File: config.mk
export PLATFORM = sky130hd
export DESIGN_NAME = jtopl_wrbus_flat
export DESIGN_NICKNAME = d
export VERILOG_FILES = /design/src/rtl/jtopl_wrbus_pkg.sv /design/src/rtl/jtopl_wrbus_if.sv /design/src/rtl/jtopl_wrbus_dec.sv /design/src/rtl/jtopl_wrbus.sv /design/src/flat_wrapper.sv
export SDC_FILE = /design/constraint.sdc
export NUM_CORES = 1
export LEC_CHECK = 0
export ABC_CLOCK_PERIOD_IN_PS = 5400
export BUFFER_PORTS_ARGS = -buffer_cell sky130_fd_sc_hd__buf_2
export CORE_MARGIN = 3
export CORE_UTILIZATION = 40
export DETAILED_ROUTE_END_ITERATION = 12
export GPL_TIMING_DRIVEN = 0
export PLACE_DENSITY = 0.54
export REMOVE_ABC_BUFFERS = 1
export SYNTH_ARGS = -nofsm -noshare
export SYNTH_HDL_FRONTEND = slang
export SYNTH_SLANG_ARGS = --single-unit
File: constraint.sdc
create_clock -name clk -period 5.4 [get_ports clk]
set_clock_uncertainty 0.05 [all_clocks]
set_input_delay 0.27 -clock clk [delete_from_list [all_inputs] [get_ports clk]]
set_output_delay 0.27 -clock clk [all_outputs]
set_load 0.01 [all_outputs]
File: src/rtl/jtopl_wrbus_pkg.sv
// Shared definitions for the OPL CPU write front end.
package jtopl_wrbus_pkg;

    // Register base addresses
    localparam logic [7:0] REG_TEST   = 8'h01;
    localparam logic [7:0] REG_MULT   = 8'h20;
    localparam logic [7:0] REG_KSL_TL = 8'h40;
    localparam logic [7:0] REG_AR_DR  = 8'h60;
    localparam logic [7:0] REG_SL_RR  = 8'h80;
    localparam logic [7:0] REG_FNUMLO = 8'hA0;
    localparam logic [7:0] REG_FNUMHI = 8'hB0;
    localparam logic [7:0] REG_RHY    = 8'hBD;
    localparam logic [7:0] REG_FBCON  = 8'hC0;
    localparam logic [7:0] REG_WAV    = 8'hE0;

    localparam int unsigned SWEEP_LEN = 18;
    localparam int unsigned CNT_W     = 5;

    // Bit positions inside the strobe one-hot
    localparam int unsigned ST_MULT   = 0;
    localparam int unsigned ST_KSL_TL = 1;
    localparam int unsigned ST_AR_DR  = 2;
    localparam int unsigned ST_SL_RR  = 3;
    localparam int unsigned ST_WAV    = 4;
    localparam int unsigned ST_FNUMLO = 5;
    localparam int unsigned ST_FNUMHI = 6;
    localparam int unsigned ST_FBCON  = 7;

    typedef logic [7:0] strobe_t;

    typedef struct packed {
        logic [1:0] group;
        logic [2:0] sub;
        strobe_t    strobe;
    } sel_t;

    typedef struct packed {
        sel_t       sel;
        logic [7:0] data;
    } entry_t;

    typedef struct packed {
        logic valid;
        sel_t sel;
    } dec_t;

    typedef enum logic {
        IDLE  = 1'b0,
        SWEEP = 1'b1
    } state_t;

endpackage

File: src/rtl/jtopl_wrbus_if.sv
// CPU bus and register-file update signals of the write front end.
interface jtopl_wrbus_if;
    logic [7:0] din;
    logic       addr;
    logic       cs_n;
    logic       wr_n;
    logic [7:0] reg_din;
    logic       write;
    logic [1:0] sel_group;
    logic [2:0] sel_sub;
    logic       up_mult;
    logic       up_ksl_tl;
    logic       up_ar_dr;
    logic       up_sl_rr;
    logic       up_wav;
    logic       up_fnumlo;
    logic       up_fnumhi;
    logic       up_fbcon;
    logic       rhy_en;
    logic [4:0] rhy_kon;
    logic       wave_mode;
    logic       busy;

    modport master (
        output din, addr, cs_n, wr_n,
        input  reg_din, write, sel_group, sel_sub,
        input  up_mult, up_ksl_tl, up_ar_dr, up_sl_rr, up_wav,
        input  up_fnumlo, up_fnumhi, up_fbcon,
        input  rhy_en, rhy_kon, wave_mode, busy
    );

    modport slave (
        input  din, addr, cs_n, wr_n,
        output reg_din, write, sel_group, sel_sub,
        output up_mult, up_ksl_tl, up_ar_dr, up_sl_rr, up_wav,
        output up_fnumlo, up_fnumhi, up_fbcon,
        output rhy_en, rhy_kon, wave_mode, busy
    );
endinterface

File: src/rtl/jtopl_wrbus_dec.sv
// Combinational decode of the latched register address into group/subslot/strobe.
module jtopl_wrbus_dec
    import jtopl_wrbus_pkg::*;
#(
    parameter bit HAS_WAV = 1'b0
) (
    input  logic [7:0] areg,
    output dec_t       dec
);

    strobe_t    op_strb;
    strobe_t    ch_strb;
    logic [4:0] op;
    logic [3:0] ch;

    assign op = areg[4:0];
    assign ch = areg[3:0];

    // Operator register family from the top three address bits
    always_comb begin
        op_strb = '0;
        if (areg[7:5] == REG_MULT[7:5])
            op_strb[ST_MULT] = 1'b1;
        else if (areg[7:5] == REG_KSL_TL[7:5])
            op_strb[ST_KSL_TL] = 1'b1;
        else if (areg[7:5] == REG_AR_DR[7:5])
            op_strb[ST_AR_DR] = 1'b1;
        else if (areg[7:5] == REG_SL_RR[7:5])
            op_strb[ST_SL_RR] = 1'b1;
        else if (HAS_WAV && (areg[7:5] == REG_WAV[7:5]))
            op_strb[ST_WAV] = 1'b1;
    end

    // Channel register family from the top nibble
    always_comb begin
        ch_strb = '0;
        if (areg[7:4] == REG_FNUMLO[7:4])
            ch_strb[ST_FNUMLO] = 1'b1;
        else if (areg[7:4] == REG_FNUMHI[7:4])
            ch_strb[ST_FNUMHI] = 1'b1;
        else if (areg[7:4] == REG_FBCON[7:4])
            ch_strb[ST_FBCON] = 1'b1;
    end

    // Range checks and selector mapping; holes in the map decode as invalid
    always_comb begin
        dec = '0;
        if ((op_strb != '0) && (op <= 5'h15) && (op[2:0] <= 3'd5)) begin
            dec.valid      = 1'b1;
            dec.sel.group  = op[4:3];
            dec.sel.sub    = op[2:0];
            dec.sel.strobe = op_strb;
        end else if ((ch_strb != '0) && (ch <= 4'd8)) begin
            dec.valid      = 1'b1;
            dec.sel.strobe = ch_strb;
            if (ch < 4'd3) begin
                dec.sel.group = 2'd0;
                dec.sel.sub   = ch[2:0];
            end else if (ch < 4'd6) begin
                dec.sel.group = 2'd1;
                dec.sel.sub   = 3'(ch - 4'd3);
            end else begin
                dec.sel.group = 2'd2;
                dec.sel.sub   = 3'(ch - 4'd6);
            end
        end
    end

endmodule

File: src/rtl/jtopl_wrbus.sv
// CPU write front end: bus cycle capture, register decode and 18-slot strobe sweep.
module jtopl_wrbus
    import jtopl_wrbus_pkg::*;
#(
    parameter int unsigned OPL_TYPE = 1
) (
    input  logic          clk,
    input  logic          rst,
    input  logic          cen,
    jtopl_wrbus_if.slave  bus
);

    localparam bit HAS_WAV = (OPL_TYPE != 1);
    localparam logic [CNT_W-1:0] CNT_LAST = CNT_W'(SWEEP_LEN - 1);

    logic             wr_n_l;
    logic             wr_ev_c;
    logic [7:0]       areg;
    logic             write;
    entry_t           req;
    logic             req_vld;
    logic             rhy_en;
    logic [4:0]       rhy_kon;
    logic             wave_mode;
    dec_t             dec;

    state_t           state;
    logic [CNT_W-1:0] cnt;
    entry_t           act;
    entry_t           pend;
    logic             pend_vld;
    logic             busy;

    jtopl_wrbus_dec #(.HAS_WAV(HAS_WAV)) u_dec (
        .areg (areg),
        .dec  (dec)
    );

    // Falling edge of wr_n qualified by chip select; a held-low wr_n fires once
    assign wr_ev_c = ~bus.cs_n & ~bus.wr_n & wr_n_l;

    // Bus cycle capture: address latch, write pulse, decoded request, direct registers
    always_ff @(posedge clk or posedge rst) begin
        if (rst) begin
            wr_n_l    <= 1'b0;
            areg      <= '0;
            write     <= 1'b0;
            req       <= '0;
            req_vld   <= 1'b0;
            rhy_en    <= 1'b0;
            rhy_kon   <= '0;
            wave_mode <= 1'b0;
        end else begin
            wr_n_l  <= bus.wr_n;
            write   <= 1'b0;
            req_vld <= 1'b0;
            if (wr_ev_c) begin
                if (!bus.addr) begin
                    areg <= bus.din;
                end else begin
                    write    <= 1'b1;
                    req.sel  <= dec.sel;
                    req.data <= bus.din;
                    req_vld  <= dec.valid;
                    if (areg == REG_RHY) begin
                        rhy_en  <= bus.din[5];
                        rhy_kon <= bus.din[4:0];
                    end
                    if (HAS_WAV && (areg == REG_TEST))
                        wave_mode <= bus.din[5];
                end
            end
        end
    end

    // Sweep FSM: holds the active strobe for SWEEP_LEN cen pulses, chains the pending entry
    always_ff @(posedge clk or posedge rst) begin
        if (rst) begin
            state    <= IDLE;
            cnt      <= '0;
            act      <= '0;
            pend     <= '0;
            pend_vld <= 1'b0;
            busy     <= 1'b0;
        end else begin
            case (state)
                IDLE: begin
                    if (req_vld) begin
                        act   <= req;
                        cnt   <= '0;
                        busy  <= 1'b1;
                        state <= SWEEP;
                    end
                end
                SWEEP: begin
                    if (cen && (cnt == CNT_LAST)) begin
                        cnt <= '0;
                        if (pend_vld) begin
                            act      <= pend;
                            pend_vld <= req_vld;
                            if (req_vld)
                                pend <= req;
                        end else if (req_vld) begin
                            act <= req;
                        end else begin
                            act.sel.strobe <= '0;
                            busy           <= 1'b0;
                            state          <= IDLE;
                        end
                    end else begin
                        if (cen)
                            cnt <= cnt + 1'b1;
                        if (req_vld) begin
                            pend     <= req;
                            pend_vld <= 1'b1;
                        end
                    end
                end
                default: begin
                    state <= IDLE;
                    busy  <= 1'b0;
                end
            endcase
        end
    end

    assign bus.reg_din   = act.data;
    assign bus.write     = write;
    assign bus.sel_group = act.sel.group;
    assign bus.sel_sub   = act.sel.sub;
    assign bus.up_mult   = act.sel.strobe[ST_MULT];
    assign bus.up_ksl_tl = act.sel.strobe[ST_KSL_TL];
    assign bus.up_ar_dr  = act.sel.strobe[ST_AR_DR];
    assign bus.up_sl_rr  = act.sel.strobe[ST_SL_RR];
    assign bus.up_wav    = act.sel.strobe[ST_WAV];
    assign bus.up_fnumlo = act.sel.strobe[ST_FNUMLO];
    assign bus.up_fnumhi = act.sel.strobe[ST_FNUMHI];
    assign bus.up_fbcon  = act.sel.strobe[ST_FBCON];
    assign bus.rhy_en    = rhy_en;
    assign bus.rhy_kon   = rhy_kon;
    assign bus.wave_mode = wave_mode;
    assign bus.busy      = busy;

endmodule

File: src/flat_wrapper.sv
// flat-port wrapper written by rule: the top's interface ports become plain ports
module jtopl_wrbus_flat import jtopl_wrbus_pkg::*;
#(
    parameter int unsigned OPL_TYPE = 1
)
  (clk, rst, cen, bus_din, bus_addr, bus_cs_n, bus_wr_n, bus_reg_din, bus_write, bus_sel_group, bus_sel_sub, bus_up_mult, bus_up_ksl_tl, bus_up_ar_dr, bus_up_sl_rr, bus_up_wav, bus_up_fnumlo, bus_up_fnumhi, bus_up_fbcon, bus_rhy_en, bus_rhy_kon, bus_wave_mode, bus_busy);
  jtopl_wrbus_if bus_i ();
  input  logic clk;
  input  logic rst;
  input  logic cen;
  input wire logic [$bits(bus_i.din)-1:0] bus_din;
  input wire logic [$bits(bus_i.addr)-1:0] bus_addr;
  input wire logic [$bits(bus_i.cs_n)-1:0] bus_cs_n;
  input wire logic [$bits(bus_i.wr_n)-1:0] bus_wr_n;
  output wire logic [$bits(bus_i.reg_din)-1:0] bus_reg_din;
  output wire logic [$bits(bus_i.write)-1:0] bus_write;
  output wire logic [$bits(bus_i.sel_group)-1:0] bus_sel_group;
  output wire logic [$bits(bus_i.sel_sub)-1:0] bus_sel_sub;
  output wire logic [$bits(bus_i.up_mult)-1:0] bus_up_mult;
  output wire logic [$bits(bus_i.up_ksl_tl)-1:0] bus_up_ksl_tl;
  output wire logic [$bits(bus_i.up_ar_dr)-1:0] bus_up_ar_dr;
  output wire logic [$bits(bus_i.up_sl_rr)-1:0] bus_up_sl_rr;
  output wire logic [$bits(bus_i.up_wav)-1:0] bus_up_wav;
  output wire logic [$bits(bus_i.up_fnumlo)-1:0] bus_up_fnumlo;
  output wire logic [$bits(bus_i.up_fnumhi)-1:0] bus_up_fnumhi;
  output wire logic [$bits(bus_i.up_fbcon)-1:0] bus_up_fbcon;
  output wire logic [$bits(bus_i.rhy_en)-1:0] bus_rhy_en;
  output wire logic [$bits(bus_i.rhy_kon)-1:0] bus_rhy_kon;
  output wire logic [$bits(bus_i.wave_mode)-1:0] bus_wave_mode;
  output wire logic [$bits(bus_i.busy)-1:0] bus_busy;
  assign bus_i.din = bus_din;
  assign bus_i.addr = bus_addr;
  assign bus_i.cs_n = bus_cs_n;
  assign bus_i.wr_n = bus_wr_n;
  assign bus_reg_din = bus_i.reg_din;
  assign bus_write = bus_i.write;
  assign bus_sel_group = bus_i.sel_group;
  assign bus_sel_sub = bus_i.sel_sub;
  assign bus_up_mult = bus_i.up_mult;
  assign bus_up_ksl_tl = bus_i.up_ksl_tl;
  assign bus_up_ar_dr = bus_i.up_ar_dr;
  assign bus_up_sl_rr = bus_i.up_sl_rr;
  assign bus_up_wav = bus_i.up_wav;
  assign bus_up_fnumlo = bus_i.up_fnumlo;
  assign bus_up_fnumhi = bus_i.up_fnumhi;
  assign bus_up_fbcon = bus_i.up_fbcon;
  assign bus_rhy_en = bus_i.rhy_en;
  assign bus_rhy_kon = bus_i.rhy_kon;
  assign bus_wave_mode = bus_i.wave_mode;
  assign bus_busy = bus_i.busy;
  jtopl_wrbus #(.OPL_TYPE(OPL_TYPE)) u_core (.clk(clk), .rst(rst), .cen(cen), .bus(bus_i));
endmodule
==> impl_metrics.ini <==
[run_status]
status = finished clean

[synth]
synth_top_area_share_pct = 55.9
ys.warnings.count = 1
syn_area_mm2 = 0.00381
synth_cell_types = 44
ys_seq_elements = 85
netlist_instances = 343
yosys_most_used_dff = dfrtp_1
synth_edf_count = 0
syn_area_per_cell_um2 = 11.1
yosysSeqAreaShare_pct = 55.9
yosys.area.top_type = dfrtp_1
async_flop_share_pct = 100
synth_area_leaders = dfrtp_1 56%, mux2_2 9.2%, nand2_1 6.4%

[place]
dp_cells = 495
gp_congestion = 0.777
post_dp_cell_area_mm2 = 0.00410
io_buffer_count = 41
dp_hpwl_um = 4830

[clock_tree]
cts_sinks = 85
cts_max_path_buffers = 2
root_buffer = clkbuf_8
cts_resized = 0
cts_tree = done
numCtsBuffers = 9
clk_pin_slew_ns = 0.08
insertion_delay_ns = 0.35
ctsHtreeMaxLevel = 3

[sta]
relSlewSlack_pct = 17.1
fin_crit_ns = 3.06
worst_hold_slack_ns = 0.0861
slew_viol_final = 0
hold_viol_final = 0
setup_viol = 0
max_freq_mhz = 326
fin_crit_sh_pct = 56.7
worstMarginPinSlew_ns = 1.24
rsz0062_at_grt = false
tns_ns = 0

[global_routing]
grt_first_pass_wirelength_um = 12100
grt_pass1_vias = 2479
grt_overflow = 0
grt_antenna_before_repair = 0
grt_max_degree = 45
grt_usage_pct = 13.8

[layout]
layout_commonest_cell = dfrtp_1
final_cell_mix = 85 x dfrtp_1, 65 x nand2_1, 41 x buf_2
fin_cells = 513
fin_nets = 403
area_growth_pct = 13.3
drive_gt1_share_pct = 24.0
fin_area_mm2 = 0.00431
n_antenna_cell = 0

[routing]
ant_nets = 0
vias = 2517
drc = 0
firstDrtPassIters = 4
via_per_inst = 4.91
routedWlPerCell_um = 14.0
drt-initial-drc-count = 104
wl_um = 7190

[run]
cap_violations = 0

[setup_path]
slowest_delay_ns = 0.93
cp_cell_sequence = dlygate4sd3_1 > buf_2 > nor2_1 > nand3_1 > nor3_2 > mux2_2
crit_family = simple AND/OR/NAND/NOR gates
cp-end-kind = register
start_kind = input pin
path_max_fanout = 34
cp_num_buf_inv = 2
setup.worst_path.class = in2reg
required_ns = 5.59
crit_arrival_ns = 3.25
cp_slowest_cell = nor3_2

[floorplan]
die_h_um = 104
initial_utilization_pct = 42.4
die_area_mm2 = 0.0107
rows = 34
fp.dieW_um = 104
ioPinCount = 44
core_area_mm2 = 0.00898

[power]
p_leak_nw = 2.04
p_total_mw = 1.83
vdd_drop_max_v = 0.000175
p_per_area_mw_per_mm2 = 424

[worst_hold_path]
hold_path_class = in2reg
[per-stage QoR]
| step | util, % | setup slack [ns] |
|---|---|---|
| after floorplan | - | 2.89 |
| after global placement | 45.4 | 1.80 |
| after detailed placement | 45.7 | 2.49 |
| after CTS | 48.0 | 2.33 |
| after global routing | 48.0 | 2.13 |
| final | 48.0 | 2.34 |
[report_power, final]
part           leakage (nW)  internal, mW  switching [mW]
registers              1.06         0.791           0.116
logic                 0.880         0.226           0.247
clock network        0.0964         0.225           0.223
total                  2.04          1.24           0.586
[Yosys cell counts (2+ instances only)]
master,number
a21o_1,2
a21oi_1,23
buf_2,7
buf_4,4
clkbuf_1,4
dfrtp_1,85
ha_1,7
inv_1,6
mux2_2,31
mux2i_1,21
nand2_1,65
nand2b_1,2
nand3_1,4
nor2_1,21
nor3_1,3
o21ai_0,12
o21ai_1,5
o31ai_1,11
o41ai_1,5
[final cells by class]
type,instances,area [µm²]
clock buffer,12,145
multi-input combinational,235,1560
tap,126,158
timing repair buffer,44,245
inverter,7,28.8
sequential,85,2130
fill,863,4660
clock inverter,4,47.5
[worst min-delay path, cell delays in order]
cell     delay [ns]
buf_2          0.10
nand2_1        0.05
nand2_1        0.04
[cells by family (layout without fill, tap and decap cells)]
kind of cell,count (synthesis),after routing,share of synthesized area [%]
and+or+nand+nor,108,108,12.7
DFF,85,85,55.9
AOI/OAI and AO/OA,65,65,10.9
muxes,52,52,14.7
buffers and inverters,24,67,3.22
adders and majority gates,7,7,2.30
other,1,2,0.0985
xor gates and xnor gates,1,1,0.230
[path summary, 6_finish.rpt]
check,end,slack [ns],cells after the start,from
setup / recovery,u_core.bus.rhy_kon[3],2.34,6,bus_wr_n
hold / removal,u_core.req[6],0.09,3,bus_din[6]
setup reg to reg,u_core.pend[9],2.58,4,u_core.state
hold reg to reg,u_core.bus.up_ksl_tl,0.43,2,u_core.bus.up_ksl_tl
max in group asynchronous,u_core.req[14],4.20,4,rst
min in group asynchronous,u_core.bus.reg_din[7],0.46,3,rst
[routing by layer]
layer,vias to the layer above,routed length (µm),share of wire [%],global-route usage (%)
met5,-,0,0,0
met4,0,110,1.5,5.13
met3,9,216,3.0,3.42
met2,36,3190,44,21.4
met1,1204,3670,51,18.9
li1,1268,-,-,-
[repair_timing]
item                      in CTS  in global routing
hold endpoints to repair      44                  0
hold buffers                   2                  0
setup buffers                  0                  0
[state kept, by name, indices dropped and copies added, names as in the netlist, 2 cells and up]
| register | flops |
|---|---|
| u_core.pend | 20 |
| u_core.req | 20 |
| u_core.areg | 8 |
| u_core.bus.reg_din | 8 |
| u_core.bus.rhy_kon | 5 |
| u_core.cnt | 5 |
| u_core.bus.sel_sub | 3 |
| u_core.bus.sel_group | 2 |
(Power assumes the default switching activity.)
